`src/rtl/serv_bufreg_seq_if.sv`:
```
// Handshake and bus bundle between the bufreg sequencer and its environment.
// The slave modport is the sequencer's view; the master modport is the driver's view.
interface serv_bufreg_seq_if;
  logic       i_start;
  logic       i_we;
  logic       i_byte;
  logic       i_half;
  logic [1:0] i_lsb;
  logic       i_dbus_ack;
  logic [4:0] o_cnt;
  logic       o_cnt0;
  logic       o_cnt1;
  logic       o_bufreg_en;
  logic       o_bufreg_init;
  logic       o_bufreg_loop;
  logic       o_dbus_cyc;
  logic       o_dbus_we;
  logic       o_busy;
  logic       o_done;
  logic       o_misalign;

  modport slave (
    input  i_start, i_we, i_byte, i_half, i_lsb, i_dbus_ack,
    output o_cnt, o_cnt0, o_cnt1, o_bufreg_en, o_bufreg_init, o_bufreg_loop,
           o_dbus_cyc, o_dbus_we, o_busy, o_done, o_misalign
  );

  modport master (
    output i_start, i_we, i_byte, i_half, i_lsb, i_dbus_ack,
    input  o_cnt, o_cnt0, o_cnt1, o_bufreg_en, o_bufreg_init, o_bufreg_loop,
           o_dbus_cyc, o_dbus_we, o_busy, o_done, o_misalign
  );
endinterface

```
`src/rtl/serv_bufreg_seq.sv`:
```
// Memory-operation sequencer: 32-cycle bufreg init, bus request, optional 32-cycle
// load recirculation. All outputs are registered alongside the state.
//
// state  | meaning
// IDLE   | waiting for i_start; all outputs low except one-cycle done/misalign pulses
// INIT   | bufreg shifting in the address, o_cnt 0..31
// BUS    | o_dbus_cyc held until i_dbus_ack
// RUN    | load data recirculating through bufreg, o_cnt 0..31
module serv_bufreg_seq #(
  parameter int ALIGN_CHECK = 1
) (
  input  logic               i_clk,
  input  logic               i_rst,
  serv_bufreg_seq_if.slave   bus
);

  typedef enum logic [1:0] {
    S_IDLE = 2'd0,
    S_INIT = 2'd1,
    S_BUS  = 2'd2,
    S_RUN  = 2'd3
  } state_t;

  state_t     r_state;
  logic       r_we;
  logic       r_byte;
  logic       r_half;
  logic [4:0] r_cnt;
  logic       r_cnt0;
  logic       r_cnt1;
  logic       r_bufreg_en;
  logic       r_bufreg_init;
  logic       r_bufreg_loop;
  logic       r_dbus_cyc;
  logic       r_dbus_we;
  logic       r_busy;
  logic       r_done;
  logic       r_misalign;

  logic w_half_acc;
  logic w_word_acc;
  logic w_misaligned;
  logic w_trap;
  logic w_cnt_last;

  // A set byte flag takes precedence, so byte accesses can never trap.
  assign w_half_acc   = r_half & ~r_byte;
  assign w_word_acc   = ~r_half & ~r_byte;
  assign w_misaligned = (w_half_acc & bus.i_lsb[0]) | (w_word_acc & (bus.i_lsb != 2'b00));
  assign w_trap       = (ALIGN_CHECK != 0) && w_misaligned;
  assign w_cnt_last   = (r_cnt == 5'd31);

  always_ff @(posedge i_clk or posedge i_rst) begin
    if (i_rst) begin
      r_state       <= S_IDLE;
      r_we          <= 1'b0;
      r_byte        <= 1'b0;
      r_half        <= 1'b0;
      r_cnt         <= 5'd0;
      r_cnt0        <= 1'b0;
      r_cnt1        <= 1'b0;
      r_bufreg_en   <= 1'b0;
      r_bufreg_init <= 1'b0;
      r_bufreg_loop <= 1'b0;
      r_dbus_cyc    <= 1'b0;
      r_dbus_we     <= 1'b0;
      r_busy        <= 1'b0;
      r_done        <= 1'b0;
      r_misalign    <= 1'b0;
    end else begin
      r_done     <= 1'b0;
      r_misalign <= 1'b0;
      case (r_state)
        S_IDLE: begin
          if (bus.i_start) begin
            r_state       <= S_INIT;
            r_we          <= bus.i_we;
            r_byte        <= bus.i_byte;
            r_half        <= bus.i_half;
            r_cnt         <= 5'd0;
            r_cnt0        <= 1'b1;
            r_cnt1        <= 1'b0;
            r_bufreg_en   <= 1'b1;
            r_bufreg_init <= 1'b1;
            r_bufreg_loop <= 1'b0;
            r_busy        <= 1'b1;
          end
        end

        S_INIT: begin
          if (w_cnt_last) begin
            r_cnt         <= 5'd0;
            r_cnt0        <= 1'b0;
            r_cnt1        <= 1'b0;
            r_bufreg_en   <= 1'b0;
            r_bufreg_init <= 1'b0;
            if (w_trap) begin
              // Trap returns straight to IDLE without ever raising the bus request.
              r_state    <= S_IDLE;
              r_busy     <= 1'b0;
              r_misalign <= 1'b1;
            end else begin
              r_state    <= S_BUS;
              r_dbus_cyc <= 1'b1;
              r_dbus_we  <= r_we;
            end
          end else begin
            r_cnt  <= r_cnt + 5'd1;
            r_cnt0 <= 1'b0;
            r_cnt1 <= (r_cnt == 5'd0);
          end
        end

        S_BUS: begin
          if (bus.i_dbus_ack) begin
            r_dbus_cyc <= 1'b0;
            r_dbus_we  <= 1'b0;
            if (r_we) begin
              r_state <= S_IDLE;
              r_busy  <= 1'b0;
              r_done  <= 1'b1;
            end else begin
              r_state       <= S_RUN;
              r_cnt         <= 5'd0;
              r_cnt0        <= 1'b1;
              r_cnt1        <= 1'b0;
              r_bufreg_en   <= 1'b1;
              r_bufreg_loop <= 1'b1;
            end
          end
        end

        S_RUN: begin
          if (w_cnt_last) begin
            r_state       <= S_IDLE;
            r_cnt         <= 5'd0;
            r_cnt0        <= 1'b0;
            r_cnt1        <= 1'b0;
            r_bufreg_en   <= 1'b0;
            r_bufreg_loop <= 1'b0;
            r_busy        <= 1'b0;
            r_done        <= 1'b1;
          end else begin
            r_cnt  <= r_cnt + 5'd1;
            r_cnt0 <= 1'b0;
            r_cnt1 <= (r_cnt == 5'd0);
          end
        end

        default: begin
          r_state <= S_IDLE;
        end
      endcase
    end
  end

  assign bus.o_cnt         = r_cnt;
  assign bus.o_cnt0        = r_cnt0;
  assign bus.o_cnt1        = r_cnt1;
  assign bus.o_bufreg_en   = r_bufreg_en;
  assign bus.o_bufreg_init = r_bufreg_init;
  assign bus.o_bufreg_loop = r_bufreg_loop;
  assign bus.o_dbus_cyc    = r_dbus_cyc;
  assign bus.o_dbus_we     = r_dbus_we;
  assign bus.o_busy        = r_busy;
  assign bus.o_done        = r_done;
  assign bus.o_misalign    = r_misalign;

endmodule

```
`src/flat_wrapper.sv`:
```
// flat-port wrapper written by rule: the top's interface ports become plain ports
module serv_bufreg_seq_flat 
#(
  parameter int ALIGN_CHECK = 1
)
  (i_clk, i_rst, bus_i_start, bus_i_we, bus_i_byte, bus_i_half, bus_i_lsb, bus_i_dbus_ack, bus_o_cnt, bus_o_cnt0, bus_o_cnt1, bus_o_bufreg_en, bus_o_bufreg_init, bus_o_bufreg_loop, bus_o_dbus_cyc, bus_o_dbus_we, bus_o_busy, bus_o_done, bus_o_misalign);
  serv_bufreg_seq_if bus_i ();
  input  logic i_clk;
  input  logic i_rst;
  input wire logic [$bits(bus_i.i_start)-1:0] bus_i_start;
  input wire logic [$bits(bus_i.i_we)-1:0] bus_i_we;
  input wire logic [$bits(bus_i.i_byte)-1:0] bus_i_byte;
  input wire logic [$bits(bus_i.i_half)-1:0] bus_i_half;
  input wire logic [$bits(bus_i.i_lsb)-1:0] bus_i_lsb;
  input wire logic [$bits(bus_i.i_dbus_ack)-1:0] bus_i_dbus_ack;
  output wire logic [$bits(bus_i.o_cnt)-1:0] bus_o_cnt;
  output wire logic [$bits(bus_i.o_cnt0)-1:0] bus_o_cnt0;
  output wire logic [$bits(bus_i.o_cnt1)-1:0] bus_o_cnt1;
  output wire logic [$bits(bus_i.o_bufreg_en)-1:0] bus_o_bufreg_en;
  output wire logic [$bits(bus_i.o_bufreg_init)-1:0] bus_o_bufreg_init;
  output wire logic [$bits(bus_i.o_bufreg_loop)-1:0] bus_o_bufreg_loop;
  output wire logic [$bits(bus_i.o_dbus_cyc)-1:0] bus_o_dbus_cyc;
  output wire logic [$bits(bus_i.o_dbus_we)-1:0] bus_o_dbus_we;
  output wire logic [$bits(bus_i.o_busy)-1:0] bus_o_busy;
  output wire logic [$bits(bus_i.o_done)-1:0] bus_o_done;
  output wire logic [$bits(bus_i.o_misalign)-1:0] bus_o_misalign;
  assign bus_i.i_start = bus_i_start;
  assign bus_i.i_we = bus_i_we;
  assign bus_i.i_byte = bus_i_byte;
  assign bus_i.i_half = bus_i_half;
  assign bus_i.i_lsb = bus_i_lsb;
  assign bus_i.i_dbus_ack = bus_i_dbus_ack;
  assign bus_o_cnt = bus_i.o_cnt;
  assign bus_o_cnt0 = bus_i.o_cnt0;
  assign bus_o_cnt1 = bus_i.o_cnt1;
  assign bus_o_bufreg_en = bus_i.o_bufreg_en;
  assign bus_o_bufreg_init = bus_i.o_bufreg_init;
  assign bus_o_bufreg_loop = bus_i.o_bufreg_loop;
  assign bus_o_dbus_cyc = bus_i.o_dbus_cyc;
  assign bus_o_dbus_we = bus_i.o_dbus_we;
  assign bus_o_busy = bus_i.o_busy;
  assign bus_o_done = bus_i.o_done;
  assign bus_o_misalign = bus_i.o_misalign;
  serv_bufreg_seq #(.ALIGN_CHECK(ALIGN_CHECK)) u_core (.i_clk(i_clk), .i_rst(i_rst), .bus(bus_i));
endmodule
```
`config.mk`:
```
export PLATFORM = sky130hd
export DESIGN_NAME = serv_bufreg_seq_flat
export DESIGN_NICKNAME = d
export VERILOG_FILES = /design/src/rtl/serv_bufreg_seq_if.sv /design/src/rtl/serv_bufreg_seq.sv /design/src/flat_wrapper.sv
export SDC_FILE = /design/constraint.sdc
export NUM_CORES = 1
export LEC_CHECK = 0
export BUFFER_PORTS_ARGS = -buffer_cell sky130_fd_sc_hd__buf_4
export CELL_PAD_IN_SITES_DETAIL_PLACEMENT = 1
export CELL_PAD_IN_SITES_GLOBAL_PLACEMENT = 2
export CORE_ASPECT_RATIO = 0.9
export CORE_MARGIN = 2
export CORE_UTILIZATION = 30
export CTS_BUF_LIST = sky130_fd_sc_hd__clkbuf_4
export CTS_CLUSTER_DIAMETER = 150
export DETAILED_ROUTE_END_ITERATION = 6
export PLACE_DENSITY_LB_ADDON = 0.1
export SLEW_MARGIN = 20
export SYNTH_ARGS = -nofsm -noshare
export SYNTH_HDL_FRONTEND = slang
export SYNTH_SLANG_ARGS = --single-unit
```
`constraint.sdc`:
```
create_clock -name i_clk -period 1.5 [get_ports i_clk]
set_input_delay 0.375 -clock i_clk [delete_from_list [all_inputs] [get_ports i_clk]]
set_output_delay 0.375 -clock i_clk [all_outputs]
set_load 0.01 [all_outputs]
```
==> results of run 1 <==
## stage by stage
stage	cell area (um^2)	setup slack (ns)	total power, mW	TNS, ns
after floorplan	937	-0.0462	1.52	-0.0571
after global placement	1250	-0.000684	2.07	-0.000684
after detailed placement	1250	-0.0732	2.10	-0.129
after CTS	1310	0.0101	2.44	0
after global routing	1320	-0.0250	2.64	-0.0444
final	1320	0.0617	2.42	0
## layout by cell type (no fill, tap or decap), types with 2 or more instances in the layout
| master | netlist | layout |
|---|---|---|
| mux2_2 | 2 | 2 |
| a21boi_0 | 2 | 2 |
| nand2_1 | 10 | 9 |
| a21oi_1 | 6 | 6 |
| dfrtp_1 | 20 | 19 |
| clkbuf_4 | 0 | 3 |
| nor2b_1 | 2 | 2 |
| inv_1 | 8 | 8 |
| a22o_1 | 3 | 3 |
| nand3_1 | 3 | 3 |
| nor2_1 | 4 | 3 |
| o21ai_0 | 6 | 5 |
| buf_4 | 1 | 37 |
## worst max-delay path by stage
stage	slack, ns	from	end	cells after the start
2_1_floorplan	-0.05	u_core.bus.o_cnt[0]	u_core.bus.o_dbus_cyc	6
3_5_place_dp	-0.07	u_core.bus.o_cnt[0]	u_core.bus.o_dbus_cyc	6
4_1_cts	0.01	u_core.bus.o_cnt[0]	u_core.bus.o_cnt[2]	7
3_3_place_gp	-0.0007	u_core.bus.o_cnt[0]	u_core.bus.o_dbus_cyc	6
5_1_grt	-0.02	u_core.bus.o_cnt[1]	u_core.bus.o_dbus_we	6
6_report	0.06	u_core.bus.o_cnt[0]	u_core.bus.o_cnt[2]	7
## final cells by class
class                           count  area [um^2]
Fill cell                         358         1680
Sequential cell                    20          502
Multi-Input combinational cell     57          432
Timing Repair Buffer               37          278
Tap cell                           42         52.6
Inverter                            8         30.0
Clock buffer                        3         22.5
Clock inverter                      1         3.75
## cells by family (layout without fill, tap and decap cells)
kind of cell               count (synthesis)  in the layout
muxes                                      3              3
adders and majority gates                  3              3
xor gates and xnor gates                   1              1
DFF                                       20             20
AOI/OAI and AO/OA                         22             22
and+or+nand+nor                           28             28
buffers and inverters                     10             49
## where the power goes
part	internal [mW]	total, mW	switching [mW]
combinational	0.642	1.21	0.568
sequential	0.757	0.933	0.176
clock	0.0972	0.273	0.176
total	1.50	2.42	0.920
## worst max-delay path, cell delays in order, from the launching register on
cell and delay, ns:
dfrtp_2 0.43, ha_2 0.19, and3_4 0.15, ha_4 0.18, buf_4 0.14, nor2_2 0.12
a21oi_1 0.08, nor2_1 0.09
## routing by layer
layer,GRT usage,vias to the layer above
li1,-,375
met1,0.183,374
met2,0.227,16
met3,0.0401,2
met4,0.0476,0
met5,0,-
## cell usage after synthesis (3+ instances only)
cell type and count:
dfrtp_1 20, o21ai_0 6, nor2_1 4, nand3_1 3, a21oi_1 6, inv_1 8
nand2_1 10, ha_1 3, a22o_1 3
## what timing repair did
action	in CTS	in global routing
setup endpoints to repair	7	9
setup buffers	0	1
pin swaps	0	2
resized for setup	7	1
==> results.sh, run 1 <==
export IMPL_met1_length_mm=1.11
export IMPL_crit_path_max_fanout=5
export IMPL_rsz0062_at_grt="true"
export IMPL_fmax_mhz=695
export IMPL_hold_worst_slack_ns=0.0722
export IMPL_synth_edf_count=0
export IMPL_cp_start_kind="flip-flop"
export IMPL_cts_max_level=1
export IMPL_initial_core_util=0.308
export IMPL_synthArstFlopShare=1.00
export IMPL_clk_path_buf_depth=2
export IMPL_synthAdderAreaFrac=0.0407
export IMPL_yosysTopAreaCell="dfrtp_1"
export IMPL_ys_seq_elements=20
export IMPL_reg2reg_slack_ns=0.06
export IMPL_rr_worst_depth=7
export IMPL_route_met2_wl_mm=1.04
export IMPL_end_kind="flip-flop"
export IMPL_wl_mm=2.25
export IMPL_std_cell_rows=19
export IMPL_synthDistinctLibCells=28
export IMPL_crit_arrival_ns=1.68
export IMPL_first_global_vias=805
export IMPL_diodes=0
export IMPL_drc=0
export IMPL_slew_headroom=0.747
export IMPL_hold_class="in2async"
export IMPL_hold_viol=0
export IMPL_grt_pass1_wl_mm=3.86
export IMPL_yosys_top_cells_area="dfrtp_1, ha_1, nand2_1"
export IMPL_grtUsageTotal=0.141
export IMPL_clock_sinks=20
export IMPL_seq_area_frac_synth=0.542
export IMPL_gp_congestion=0.761
export IMPL_synth_flop_cell="dfrtp_1"
export IMPL_syn_inst=87
export IMPL_tightest_slew_ns=0.380
export IMPL_core_um2=3000
export IMPL_drive_gt1_frac=0.429
export IMPL_final_antenna_net_count=0
export IMPL_vdd_ir_drop_max_mv=0.711
export IMPL_yosysWarnings=0
export IMPL_drv_slew=0
export IMPL_gr_total_overflow=0
export IMPL_status="completed"
export IMPL_wl_per_cell_um=13.4
export IMPL_drt_iter0_drc=27
export IMPL_die_w_um=62.5
export IMPL_synth_xor_area_frac=0.00949
export IMPL_top_layer_used="met4"
export IMPL_vias=767
export IMPL_ctsHoldBuffers=0
export IMPL_viasPerCell=4.57
export IMPL_stdcell_count=168
export IMPL_grt_max_degree=21
export IMPL_r2r_start="u_core.bus.o_cnt[0]"
export IMPL_finClkSkew_ns=0.00699
export IMPL_first_pass_iters=4
export IMPL_dieArea_um2=3540
export IMPL_synth_top_family_by_area="compound AO/OA/AOI/OAI gates"
export IMPL_max_cap_viol_count=0
export IMPL_fin_nets=139
export IMPL_synth_mux_area_fraction=0.0352
export IMPL_dp_cells=163
export IMPL_largest_register_ffs=5
export IMPL_syn_area_per_cell_um2=10.6
export IMPL_p_per_area_nw_per_um2=1830
export IMPL_netlist_area_um2=923
export IMPL_hpwl_mm=1.72
export IMPL_clk_latency_ns=0.31
export IMPL_area_delta_synth_final_pct=43.0
export IMPL_yosys_area_share_simple=0.153
export IMPL_root_buffer="clkbuf_4"
export IMPL_wl_met3_um=94
export IMPL_path_class="reg2reg"
export IMPL_p_leak_nw=0.620
export IMPL_r2r_end="u_core.bus.o_cnt[2]"
export IMPL_die_h_um=56.6
export IMPL_antenna_found_initial=0
export IMPL_critPathRequiredTime_ns=1.75
export IMPL_synth_compound_area_frac=0.173
export IMPL_final_util=0.441
export IMPL_netlist_area_leader_share=0.542
export IMPL_syn_nets=99
export IMPL_cts_tree="built"
export IMPL_finalCriticalPeriod_ns=1.44
export IMPL_pin_count=24
export IMPL_path_clk_slew_ns=0.12
export IMPL_setup_viol=0
export IMPL_post_route_period_util=0.959
export IMPL_portBuffers=23
export IMPL_cts_made_buffers=3
No activity file was read; power rests on OpenSTA's default activity.
==> inputs of run 2 (changes only) <==
- REMOVE_ABC_BUFFERS: not set -> 1
==> run 2 against run 1 <==
Critical path depth is 1 lower. Setup slack worse by 0.036 ns. Largest power group unchanged. Fmax is 2.4% lower. Critical path type unchanged.
==> results.sh, run 2 (synthesis results as in run 1) <==
export IMPL_grtUsageTotal=0.145
export IMPL_critPathTopFamily="simple AND/OR/NAND/NOR gates"
export IMPL_root_buffer="clkbuf_4"
export IMPL_vias=801
export IMPL_cts_max_level=1
export IMPL_drive_gt1_frac=0.450
export IMPL_first_pass_iters=4
export IMPL_die_h_um=56.6
export IMPL_fin_nets=142
export IMPL_path_class="reg2reg"
export IMPL_clk_path_buf_depth=2
export IMPL_cp_start_kind="flip-flop"
export IMPL_p_leak_nw=0.638
export IMPL_tightest_slew_ns=0.385
export IMPL_area_delta_synth_final_pct=45.5
export IMPL_drt_iter0_drc=24
export IMPL_critPathRequiredTime_ns=1.71
export IMPL_cts_tree="built"
export IMPL_gr_total_overflow=0
export IMPL_first_global_vias=785
export IMPL_clock_sinks=20
export IMPL_setup_viol=0
export IMPL_hpwl_mm=1.70
export IMPL_max_stage_delay_ns=0.40
export IMPL_crit_arrival_ns=1.69
export IMPL_rsz0062_at_grt="true"
export IMPL_mostFrequentLayoutCell="buf_4"
export IMPL_dieArea_um2=3540
export IMPL_path_clk_slew_ns=0.12
export IMPL_fillers=363
export IMPL_antenna_found_initial=0
export IMPL_grt_pass1_wl_mm=3.85
export IMPL_stdcell_count=171
export IMPL_worstSetupStartpoint="u_core.bus.o_cnt[0]"
export IMPL_reg2reg_slack_ns=0.03
export IMPL_grt_max_degree=21
export IMPL_pre_cts_ws_ns=-0.118
export IMPL_portBuffers=23
export IMPL_layout_common_cells="buf_4, dfrtp_1, nand2_1, inv_1, a21oi_1"
export IMPL_core_um2=3000
export IMPL_slew_headroom=0.743
export IMPL_final_util=0.449
export IMPL_diodes=0
export IMPL_largest_register_ffs=5
export IMPL_setup_ws_ns=0.0258
export IMPL_stdcell_area_um2=1340
export IMPL_std_cell_rows=19
export IMPL_dp_cells=165
export IMPL_p_per_area_nw_per_um2=1840
export IMPL_initial_core_util=0.308
export IMPL_max_cap_viol_count=0
export IMPL_power_mw=2.48
export IMPL_end_kind="flip-flop"
export IMPL_rr_worst_depth=6
export IMPL_gp_congestion=0.790
export IMPL_drc=0
export IMPL_wl_mm=2.31
export IMPL_fmax_mhz=678
export IMPL_final_antenna_net_count=0
export IMPL_hold_viol=0
export IMPL_status="completed"
export IMPL_finalCriticalPeriod_ns=1.47
export IMPL_ctsHoldBuffers=0
export IMPL_drv_slew=0
export IMPL_vdd_ir_drop_max_mv=0.695
export IMPL_post_route_period_util=0.983
export IMPL_viasPerCell=4.68
export IMPL_pin_count=24
export IMPL_r2r_start="u_core.bus.o_cnt[0]"
export IMPL_crit_cells=6
export IMPL_postPlaceCellArea_um2=1250
export IMPL_finClkSkew_ns=0.0126
export IMPL_hold_worst_slack_ns=0.0796
export IMPL_wl_per_cell_um=13.5
export IMPL_worstPathCellList="ha_2 -> and3_4 -> ha_4 -> buf_4 -> and3_1 -> nor2b_1"
export IMPL_clk_latency_ns=0.31
export IMPL_crit_path_max_fanout=4
export IMPL_cts_made_buffers=3
export IMPL_hold_class="in2async"
export IMPL_cp_slowest_cell="dfrtp_1"
export IMPL_critical_path_buf_inv_count=1
export IMPL_setup_tns_ns=0
export IMPL_die_w_um=62.5
## run 2: repair_timing
action / CTS / global route
buffers inserted: 0 / 2
setup endpoints to repair: 8 / 11
hold endpoints to repair: 0 / 0
pin swaps: 1 / 1
resized for setup: 6 / 9
## run 2: final cells by class
type | count | area [um^2] | area share
Sequential cell | 20 | 502 | 0.373
Timing Repair Buffer | 40 | 308 | 0.229
Inverter | 8 | 30.0 | 0.0223
Multi-Input combinational cell | 57 | 425 | 0.317
Clock buffer | 3 | 22.5 | 0.0168
Tap cell | 42 | 52.6 | 0.0391
Clock inverter | 1 | 3.75 | 0.00279
## run 2: worst min-delay path, cell delays in order
cell   delay (ns)
buf_4        0.11
inv_1        0.04
buf_4        0.27
## run 2: routing by layer
metal,up-vias,wire [um],GRT usage
met2,17,1070,0.215
li1,387,-,-
met3,2,111,0.0441
met4,0,23,0.0571
met5,-,0,0
met1,395,1110,0.199
## run 2: final timing paths
check | end
min | u_core.bus.o_dbus_cyc
min in group i_clk | u_core.r_we
max | u_core.bus.o_misalign
min reg2reg | u_core.r_half
max in group asynchronous | u_core.r_state[1]
max reg2reg | u_core.bus.o_misalign
## run 2: power breakdown
| part | switching [mW] | internal [mW] |
|---|---|---|
| Sequential | 0.199 | 0.757 |
| Clock | 0.173 | 0.0972 |
| Combinational | 0.552 | 0.700 |
==> inputs of run 3 (changes only) <==
- ABC_AREA: not set -> 1
- CORE_UTILIZATION: 30 -> 28
- SLEW_MARGIN: 20 -> not set
==> run 3 against run 2 <==
The flow now finishes with violations (negative setup slack). Die area increased by 14%. Via count is 9.6% higher. Design area grew 2.1%. Synthesized cell count up 33%. Worst hold slack better by 0.011 ns. Power is 4.6% higher. Sequential power decreased by 2%. Setup slack worse by 0.038 ns. Critical path depth is 5 higher. Critical path type unchanged. Critical endpoint is now u_core.bus.o_bufreg_en.
==> results.sh, run 3 <==
export IMPL_area_delta_synth_final_pct=38.0
export IMPL_grt_max_degree=21
export IMPL_core_um2=3380
export IMPL_first_global_vias=918
export IMPL_setup_ws_ns=-0.0122
export IMPL_dieArea_um2=4050
export IMPL_fmax_mhz=661
export IMPL_netlist_area_leader_share=0.503
export IMPL_tightest_slew_ns=0.266
export IMPL_ys_seq_elements=20
export IMPL_grt_pass1_wl_mm=4.15
export IMPL_seq_area_frac_synth=0.503
export IMPL_synth_most_common_cell="nand2_1"
export IMPL_viasPerCell=4.50
export IMPL_mostFrequentLayoutCell="buf_4"
export IMPL_vias=878
export IMPL_finClkSkew_ns=0.00886
export IMPL_vdd_ir_drop_max_mv=0.729
export IMPL_gr_total_overflow=0
export IMPL_cts_made_buffers=3
export IMPL_ctsHoldBuffers=0
export IMPL_wl_per_cell_um=12.4
export IMPL_clk_latency_ns=0.30
export IMPL_max_cap_viol_count=0
export IMPL_stdcell_count=195
export IMPL_path_clk_slew_ns=0.12
export IMPL_diodes=0
export IMPL_wl_mm=2.42
export IMPL_pre_cts_ws_ns=-0.117
export IMPL_drv_slew=0
export IMPL_rsz0062_at_grt="true"
export IMPL_yosysWarnings=0
export IMPL_setup_tns_ns=-0.0122
export IMPL_antenna_found_initial=0
export IMPL_finalCriticalPeriod_ns=1.51
export IMPL_gp_congestion=0.719
export IMPL_synth_flop_cell="dfrtp_1"
export IMPL_clock_sinks=20
export IMPL_die_h_um=60.5
export IMPL_drive_gt1_frac=0.437
export IMPL_final_antenna_net_count=0
export IMPL_status="finished, violations left"
export IMPL_layout_common_cells="buf_4, nand2_1, dfrtp_1, inv_1"
export IMPL_die_w_um=66.8
export IMPL_path_class="reg2reg"
export IMPL_hpwl_mm=1.88
export IMPL_hold_viol=0
export IMPL_p_per_area_nw_per_um2=1890
export IMPL_grtUsageTotal=0.138
export IMPL_first_pass_iters=4
export IMPL_cts_tree="built"
export IMPL_clk_path_buf_depth=2
export IMPL_portBuffers=23
export IMPL_violations="negative setup slack"
export IMPL_pin_count=24
export IMPL_fin_nets=165
export IMPL_post_route_period_util=1.01
export IMPL_power_mw=2.59
export IMPL_netlist_area_um2=995
export IMPL_syn_area_per_cell_um2=8.58
export IMPL_drc=0
export IMPL_setup_viol=1
export IMPL_critPathRequiredTime_ns=1.70
export IMPL_initial_core_util=0.294
export IMPL_yosysTopAreaCell="dfrtp_1"
export IMPL_p_leak_nw=0.697
export IMPL_synthDistinctLibCells=23
export IMPL_cts_max_level=1
export IMPL_root_buffer="clkbuf_4"
export IMPL_synthArstFlopShare=1.00
export IMPL_drt_iter0_drc=65
export IMPL_cp_start_kind="flip-flop"
export IMPL_syn_inst=116
export IMPL_crit_arrival_ns=1.71
export IMPL_hold_class="in2async"
export IMPL_yosys_top_cells_area="dfrtp_1, nand2_1, inv_1"
export IMPL_slew_headroom=0.823
export IMPL_end_kind="flip-flop"
export IMPL_std_cell_rows=20
export IMPL_synth_edf_count=0
export IMPL_dp_cells=190
export IMPL_synthTopCellsByCount="nand2_1, dfrtp_1, inv_1"
export IMPL_crit_path_max_fanout=6
export IMPL_largest_register_ffs=5
## run 3: timing repair
item | in CTS | in global routing
pin swaps | 1 | 9
setup endpoints to repair | 7 | 16
resized for setup | 11 | 10
setup buffers | 2 | 1
gates cloned | 0 | 0
## run 3: worst paths after layout
path                            slack (ns)                   start                endpoint  depth (start not counted)
worst max-delay path                 -0.01     u_core.bus.o_cnt[1]  u_core.bus.o_bufreg_en                         11
worst min-delay path                  0.09                   i_rst     u_core.bus.o_cnt[3]                          3
min in group i_clk                    0.30              bus_i_half           u_core.r_half                          2
worst max register to register       -0.01     u_core.bus.o_cnt[1]  u_core.bus.o_bufreg_en                         11
max in group asynchronous             1.17                   i_rst       u_core.r_state[0]                          3
worst min register to register        0.49  u_core.bus.o_bufreg_en  u_core.bus.o_bufreg_en                          2
## run 3: area by class of cell
cell class / count / area (um^2)
Tap cell: 44 / 55.1
Sequential cell: 20 / 502
Timing Repair Buffer: 33 / 259
Multi-Input combinational cell: 76 / 460
Fill cell: 409 / 2010
Inverter: 19 / 73.8
Clock buffer: 3 / 22.5
## run 3: per-layer routing
metal	vias to the layer above	wire length [um]	global-route usage	share of wire
li1	436	-	-	-
met1	425	1200	0.192	0.50
met2	17	1100	0.221	0.45
met3	0	119	0.0408	0.049
met4	0	0	0.0175	0
met5	-	0	0	0
## run 3: kinds of logic (layout without fill, tap and decap cells)
family | Yosys count | after routing | share of synthesized area
AOI/OAI and AO/OA | 14 | 14 | 0.0830
xor gates and xnor gates | 1 | 1 | 0.00881
adders and majority gates | 3 | 3 | 0.0377
buffers and inverters | 20 | 55 | 0.0855
DFF | 20 | 20 | 0.503
muxes | 1 | 1 | 0.0113
and+or+nand+nor | 57 | 57 | 0.270
## run 3: through the flow
step	utilization	hold WS, ns	area (um^2)
after global routing	0.406	0.0935	1370
final	0.406	0.0905	1370
after CTS	0.396	0.0924	1340
after global placement	0.376	0.432	1270
after detailed placement	0.376	0.433	1270
after floorplan	-	0.339	983
## run 3: power breakdown
part	internal [mW]	total, mW	leakage [nW]	switching [mW]
sequential	0.765	0.941	0.238	0.176
combinational	0.651	1.39	0.445	0.742
clock	0.0935	0.257	0.0138	0.164
total	1.51	2.59	0.697	1.08
## run 3: critical path, cell delays in order, from the launching register on
cell and delay (ns):
dfrtp_1 0.37, ha_2 0.19, nand2_2 0.05, nor2_2 0.11
ha_2 0.18, inv_2 0.05, nand2_4 0.07, nand2_4 0.05
nor2_4 0.16, nand2_1 0.08, nand2_1 0.07, nand2_1 0.04
